`src/rtl/gray_stage.sv`:
```
// -----------------------------------------------------------------------------
// gray_stage
//
// Purpose:
//   One grayscale pass over a square WIDTH x WIDTH RGB image that lives in an
//   external memory. The image is walked row-major. Each pixel takes two
//   cycles. In READ the current pixel is presented on in_pix
//   (combinational read). In WRITE the pixel is written back as
//   {R=0, G=gray, B=0}. When the last pixel has been written, done is raised.
//   done stays high until start is released.
//
//   gray = (max(R,G,B) + min(R,G,B)) >> 1, computed at CH_W+1 bits so the
//   sum cannot overflow.
//
// Handshake:
//   start is a level request. It is sampled only in IDLE (to begin a pass) and
//   in DONE (start=0 returns to IDLE). While a pass runs, start is ignored.
//   Only rst_n can stop a pass. out_we is a one-cycle strobe. The memory
//   captures out_pix at row/col on the rising edge where out_we is high.
//   Nothing is rolled back on reset: pixels already written stay written.
//
// Ports:
//   clk      in   1        rising-edge clock
//   rst_n    in   1        asynchronous active-low reset
//   start    in   1        level request to process the image
//   in_pix   in   3*CH_W   memory read data at row/col, {R,G,B}
//   row      out  ADDR_W   pixel row address
//   col      out  ADDR_W   pixel column address
//   out_we   out  1        write strobe for out_pix at row/col
//   out_pix  out  3*CH_W   write data {0, gray, 0}
//   done     out  1        pass complete
// -----------------------------------------------------------------------------
module gray_stage #(
    parameter int WIDTH  = 64,
    parameter int ADDR_W = 6,
    parameter int CH_W   = 8
) (
    input  logic                clk,
    input  logic                rst_n,
    input  logic                start,
    input  logic [3*CH_W-1:0]   in_pix,
    output logic [ADDR_W-1:0]   row,
    output logic [ADDR_W-1:0]   col,
    output logic                out_we,
    output logic [3*CH_W-1:0]   out_pix,
    output logic                done
);

    typedef enum logic [1:0] {
        IDLE  = 2'd0,
        READ  = 2'd1,
        WRITE = 2'd2,
        DONE  = 2'd3
    } state_t;

    localparam logic [ADDR_W-1:0] LAST = ADDR_W'(WIDTH - 1);

    state_t state;

    // Channel split of the pixel being read.
    logic [CH_W-1:0] ch_r;
    logic [CH_W-1:0] ch_g;
    logic [CH_W-1:0] ch_b;
    logic [CH_W-1:0] ch_max;
    logic [CH_W-1:0] ch_min;
    logic [CH_W:0]   ch_sum;
    logic [CH_W-1:0] gray;

    assign ch_r = in_pix[3*CH_W-1:2*CH_W];
    assign ch_g = in_pix[2*CH_W-1:CH_W];
    assign ch_b = in_pix[CH_W-1:0];

    always_comb begin
        ch_max = ch_r;
        if (ch_g > ch_max) ch_max = ch_g;
        if (ch_b > ch_max) ch_max = ch_b;

        ch_min = ch_r;
        if (ch_g < ch_min) ch_min = ch_g;
        if (ch_b < ch_min) ch_min = ch_b;

        // Widen both operands by one bit so the carry is kept.
        // Then drop the LSB to get the floor of the average.
        ch_sum = {1'b0, ch_max} + {1'b0, ch_min};
        gray   = ch_sum[CH_W:1];
    end

    // Single FSM process. Every output is a register.
    always_ff @(posedge clk or negedge rst_n) begin
        if (!rst_n) begin
            state   <= IDLE;
            row     <= '0;
            col     <= '0;
            out_we  <= 1'b0;
            out_pix <= '0;
            done    <= 1'b0;
        end else begin
            case (state)
                IDLE: begin
                    row    <= '0;
                    col    <= '0;
                    out_we <= 1'b0;
                    done   <= 1'b0;
                    if (start) state <= READ;
                end

                READ: begin
                    out_pix <= {{CH_W{1'b0}}, gray, {CH_W{1'b0}}};
                    out_we  <= 1'b1;
                    state   <= WRITE;
                end

                WRITE: begin
                    out_we <= 1'b0;
                    if (row == LAST && col == LAST) begin
                        // Last pixel written. The address stays put; no
                        // further pixel exists.
                        done  <= 1'b1;
                        state <= DONE;
                    end else begin
                        if (col == LAST) begin
                            col <= '0;
                            row <= row + 1'b1;
                        end else begin
                            col <= col + 1'b1;
                        end
                        state <= READ;
                    end
                end

                DONE: begin
                    out_we <= 1'b0;
                    if (!start) begin
                        done  <= 1'b0;
                        row   <= '0;
                        col   <= '0;
                        state <= IDLE;
                    end
                end

                default: begin
                    state  <= IDLE;
                    out_we <= 1'b0;
                    done   <= 1'b0;
                end
            endcase
        end
    end

endmodule

```
`config.mk`:
```
export PLATFORM = sky130hd
export DESIGN_NAME = gray_stage
export DESIGN_NICKNAME = d
export VERILOG_FILES = /design/src/rtl/gray_stage.sv
export SDC_FILE = /design/constraint.sdc
export NUM_CORES = 1
export LEC_CHECK = 0
export CELL_PAD_IN_SITES_DETAIL_PLACEMENT = 2
export CELL_PAD_IN_SITES_GLOBAL_PLACEMENT = 2
export CORE_MARGIN = 3
export CORE_UTILIZATION = 29
export CTS_CLUSTER_DIAMETER = 120
export DETAILED_ROUTE_END_ITERATION = 7
export PLACE_DENSITY = 0.91
export SLEW_MARGIN = 20
export SYNTH_ARGS = -nofsm -noshare
export SYNTH_HDL_FRONTEND = slang
export SYNTH_SLANG_ARGS = --single-unit
```
`constraint.sdc`:
```
create_clock -name clk -period 2.3 [get_ports clk]
set_clock_uncertainty 0.1 [all_clocks]
set_input_delay 0.69 -clock clk [delete_from_list [all_inputs] [get_ports clk]]
set_output_delay 0.69 -clock clk [all_outputs]
set_load 0.03 [all_outputs]
```
==> results.json <==
{
  "result_of_the_run": "finished with violations",
  "failed_checks": "setup timing",
  "worst_slack_after_detailed_placement_ns": -3.63,
  "drt_drc_violations_left": 0,
  "synth.largest_area_cell": "sky130_fd_sc_hd__dfrtp_1",
  "route.vias.total": 3492,
  "antenna_cells_inserted": 0,
  "synth_async_sr_flop_share_pct": 100,
  "grt_pass1_wl_mm": 22.4,
  "num-nets-final": 562,
  "average_cell_area_after_synthesis_um2": 8.44,
  "crit_path_start_kind": "primary input",
  "critical_path_class": "primary input to flop",
  "overflow": 0,
  "delay_contributed_by_the_slowest_stage_of_the_critical_path_ns": 0.41,
  "number_of_enable_flip_flop_cells_after_synthesis": 0,
  "crit_path_max_fanout": 5,
  "slew-limit-headroom_pct": 55.8,
  "multi_input_comb_area_um2": 2490,
  "worst-path-buf-inv": 2,
  "areaGrowthSynthToFinish_pct": 83.0,
  "tritoncts": "done",
  "seq_power_share_pct": 14.3,
  "cts_inserted_buffers": 3,
  "clkPwrFrac_pct": 8.7,
  "drt_first_pass_iters": 4,
  "post_synth_main_area_contributors": "sky130_fd_sc_hd__dfrtp_1 23%, sky130_fd_sc_hd__ha_1 18%, sky130_fd_sc_hd__a21oi_1 7.1%, sky130_fd_sc_hd__mux2i_1 6.4%, sky130_fd_sc_hd__buf_4 4.5%",
  "layout_fillers": 877,
  "grtUsageTotal_pct": 28.9,
  "cts_root_buffer": "sky130_fd_sc_hd__clkbuf_8",
  "max-cap-violations": 0,
  "area.sequential_um2": 601,
  "crit_path_end_kind": "flop",
  "power.switching_fraction_pct": 48.9,
  "cts.sink_count": 24,
  "worst-slew-pin-transition_ns": 0.655,
  "power_frac_comb_pct": 77.0,
  "final_hold_violation_count": 0,
  "number_of_antenna_violations_at_the_first_check_in_global_routing": 0,
  "cp_cell_sequence": "clkdlybuf4s15_1 -> ha_1 -> nand4_1 -> buf_6 -> nor2_4 -> a211oi_4 -> nor2_4 -> mux2i_2 -> ha_1 -> a21o_1 -> a221oi_2 -> o211ai_1 -> and2_4 -> o31ai_4 -> a211oi_2 -> fa_2 -> a21o_1 -> a21oi_2 -> o21bai_1 -> a21oi_2 -> o21bai_1 -> a21oi_1 -> a21oi_1",
  "floorplan.initialDensity_pct": 30.3,
  "vdd.ir_drop.worst_mv": 0.780,
  "die_outline_width_um": 102,
  "leakagePower_nw": 2.34,
  "period_needed_ns": 5.89,
  "crit_path_top_delay_cell": "sky130_fd_sc_hd__fa_2",
  "arrival_ns": 5.92,
  "flop_and_latch_count_out_of_synthesis": 24,
  "final_min_period_over_clock_period_pct": 256,
  "syn_area_um2": 2670,
  "cts_htree_levels": 1,
  "gp_routability_congestion": 0.853,
  "total_chip_power_mw": 4.56,
  "seq_area_frac_synth_pct": 22.5,
  "netlist.area_leader.share_pct": 22.5,
  "detail-route-antenna-nets": 0,
  "route.detailed.vias_per_inst": 5.79,
  "worst_setup_hold_path_clk_slew_ns": 0.11,
  "via_count_of_the_first_global_routing_pass": 3924,
  "fmaxAchievable_ghz": 0.170,
  "power_density_normalized_to_cell_area_nw_per_um2": 936,
  "die-height_um": 102,
  "crit_family": "compound AO/OA/AOI/OAI gates",
  "routed_wire_length_per_instance_um": 32.7,
  "num_io_pins": 65,
  "setup_slack_ns": -3.59,
  "holdCritPathClass": "flop to flop",
  "postSynth.topFlopCell": "sky130_fd_sc_hd__dfrtp_1",
  "post_route_cells_drive_above_1_share_pct": 54.5,
  "finalSetupViolCount": 12,
  "number_of_port_buffers": 48,
  "insertion_delay_ns": 0.29,
  "wirelength_mm": 19.7,
  "core_area_um2": 8810,
  "netlist-cell-type-count": 52,
  "grt_max_degree": 25,
  "int_pwr_mw": 2.33,
  "dp.final_hpwl_mm": 10.1,
  "cts_buffer_depth": 2,
  "p_sw_mw": 2.23,
  "synth-warning-count": 0,
  "post_synth_inst_count": 316,
  "drt_first_iter_violations": 151,
  "critical_path_required_ns": 2.33,
  "rows": 34,
  "drv_slew": 0,
  "design.die.area_um2": 10400,
  "setup_repair_after_global_routing_missed_its_margin": "true"
}
[synthesized netlist by cell type (2+ instances only)]
library cell               instances
sky130_fd_sc_hd__a21oi_1          38
sky130_fd_sc_hd__ha_1             38
sky130_fd_sc_hd__nor2_1           28
sky130_fd_sc_hd__dfrtp_1          24
sky130_fd_sc_hd__inv_1            24
sky130_fd_sc_hd__nand2_1          19
sky130_fd_sc_hd__mux2i_1          17
sky130_fd_sc_hd__buf_4            16
sky130_fd_sc_hd__o21ai_0          14
sky130_fd_sc_hd__nand3_1          13
sky130_fd_sc_hd__a21o_1            8
sky130_fd_sc_hd__a22o_1            6
sky130_fd_sc_hd__mux2_2            5
sky130_fd_sc_hd__nand4_1           5
sky130_fd_sc_hd__and3_1            4
sky130_fd_sc_hd__nor3_1            4
sky130_fd_sc_hd__o31ai_1           4
sky130_fd_sc_hd__a211oi_1          3
sky130_fd_sc_hd__buf_2             3
sky130_fd_sc_hd__o21a_1            3
sky130_fd_sc_hd__xnor2_1           3
sky130_fd_sc_hd__a2111o_1          2
sky130_fd_sc_hd__a31o_2            2
sky130_fd_sc_hd__and2_1            2
sky130_fd_sc_hd__nor2b_1           2
sky130_fd_sc_hd__o211ai_1          2
sky130_fd_sc_hd__o21bai_1          2
[state kept, by name (all words and copies together) (netlist names)]
name and flops:
done 1, state 2, out_pix 8, out_we 1, row 6, col 6
[power by group through the flow]
stage          combinational, mW  sequential (mW)  clock (mW)
3_5_place_dp                2.39            0.630           0
6_report                    3.51            0.654       0.397
4_1_cts                     2.75            0.629       0.391
3_3_place_gp                2.17            0.618           0
2_1_floorplan               1.19            0.798           0
5_1_grt                     3.67            0.662       0.416
[worst reg2reg max path, cell delays in order (launching register included)]
cell and delay, ns:
sky130_fd_sc_hd__dfrtp_1 0.41, sky130_fd_sc_hd__ha_2 0.23, sky130_fd_sc_hd__and3_4 0.22, sky130_fd_sc_hd__and3_4 0.22
sky130_fd_sc_hd__nand4_4 0.13, sky130_fd_sc_hd__nor2_4 0.17, sky130_fd_sc_hd__a211o_4 0.18, sky130_fd_sc_hd__nor2_4 0.04
sky130_fd_sc_hd__mux2_4 0.27, sky130_fd_sc_hd__a22o_1 0.24
[per-layer routing]
layer	up-vias	global-route usage [%]	part of all wire (%)
met1	1755	28.3	35
met4	0	17.7	7.4
met2	171	56.1	51
met3	86	4.57	5.9
met5	-	0	0
li1	1480	-	-
[repair_timing]
action / 4_1_cts / 5_1_grt
gates resized for setup: 127 / 70
endpoints found under the setup margin: 14 / 19
pin swaps: 43 / 51
gates cloned: 1 / 0
setup buffers: 23 / 28
hold buffers: 0 / 0
[final timing paths]
path	from	end	slack, ns	depth (start not counted)
min reg2reg	out_pix[11]	out_pix[11]	0.45	1
max	in_pix[12]	out_pix[15]	-3.59	23
max reg2reg	col[0]	col[4]	-0.05	9
min	out_pix[11]	out_pix[11]	0.45	1
min in group asynchronous	rst_n	row[0]	0.66	2
max in group asynchronous	rst_n	out_pix[10]	1.16	2
[layout by cell type, fill, tap and decap left out, types with 9 or more instances in the layout]
master and count:
sky130_fd_sc_hd__dfrtp_1 24, sky130_fd_sc_hd__buf_2 9, sky130_fd_sc_hd__ha_1 23, sky130_fd_sc_hd__buf_6 12
sky130_fd_sc_hd__conb_1 16, sky130_fd_sc_hd__nand2_1 15, sky130_fd_sc_hd__o21ai_0 9, sky130_fd_sc_hd__clkdlybuf4s50_1 27
sky130_fd_sc_hd__a21oi_2 20, sky130_fd_sc_hd__ha_4 12, sky130_fd_sc_hd__buf_4 121, sky130_fd_sc_hd__nor2_1 16
sky130_fd_sc_hd__inv_1 15, sky130_fd_sc_hd__a21oi_1 15
[cell families (layout without fill, tap and decap cells)]
family | count (synthesis) | in the layout | share of synthesized area [%]
adder cells (fa/ha/maj) | 39 | 39 | 18.6
other | 1 | 16 | 0.141
AND/OR/NAND/NOR | 86 | 86 | 16.1
buffers and inverters | 45 | 209 | 8.73
AO/OA/AOI/OAI | 96 | 96 | 24.4
XOR/XNOR | 3 | 3 | 0.986
multiplexers | 22 | 22 | 8.49
flip-flops | 24 | 24 | 22.5
[cell type report]
cell class | instances | area share (%)
Multi-Input combinational cell | 262 | 51.1
Inverter | 24 | 2.10
Clock inverter | 1 | 0.616
Clock buffer | 3 | 0.846
Tap cell | 108 | 2.77
Sequential cell | 24 | 12.3
Timing Repair Buffer | 181 | 30.3
[per-stage QoR]
step	utilization [%]	instance area (µm²)	std cells	hold slack (ns)	TNS, ns
final	55.4	4880	603	0.447	-26.60
after global routing	55.4	4880	603	0.455	-27.20
after CTS	50.5	4440	579	0.426	-19.52
after detailed placement	44.6	3930	552	0.402	-27.67
after global placement	44.6	3930	552	0.395	-23.72
after floorplan	-	2810	331	0.294	-16.98
Power figures use the tool's default switching activity.
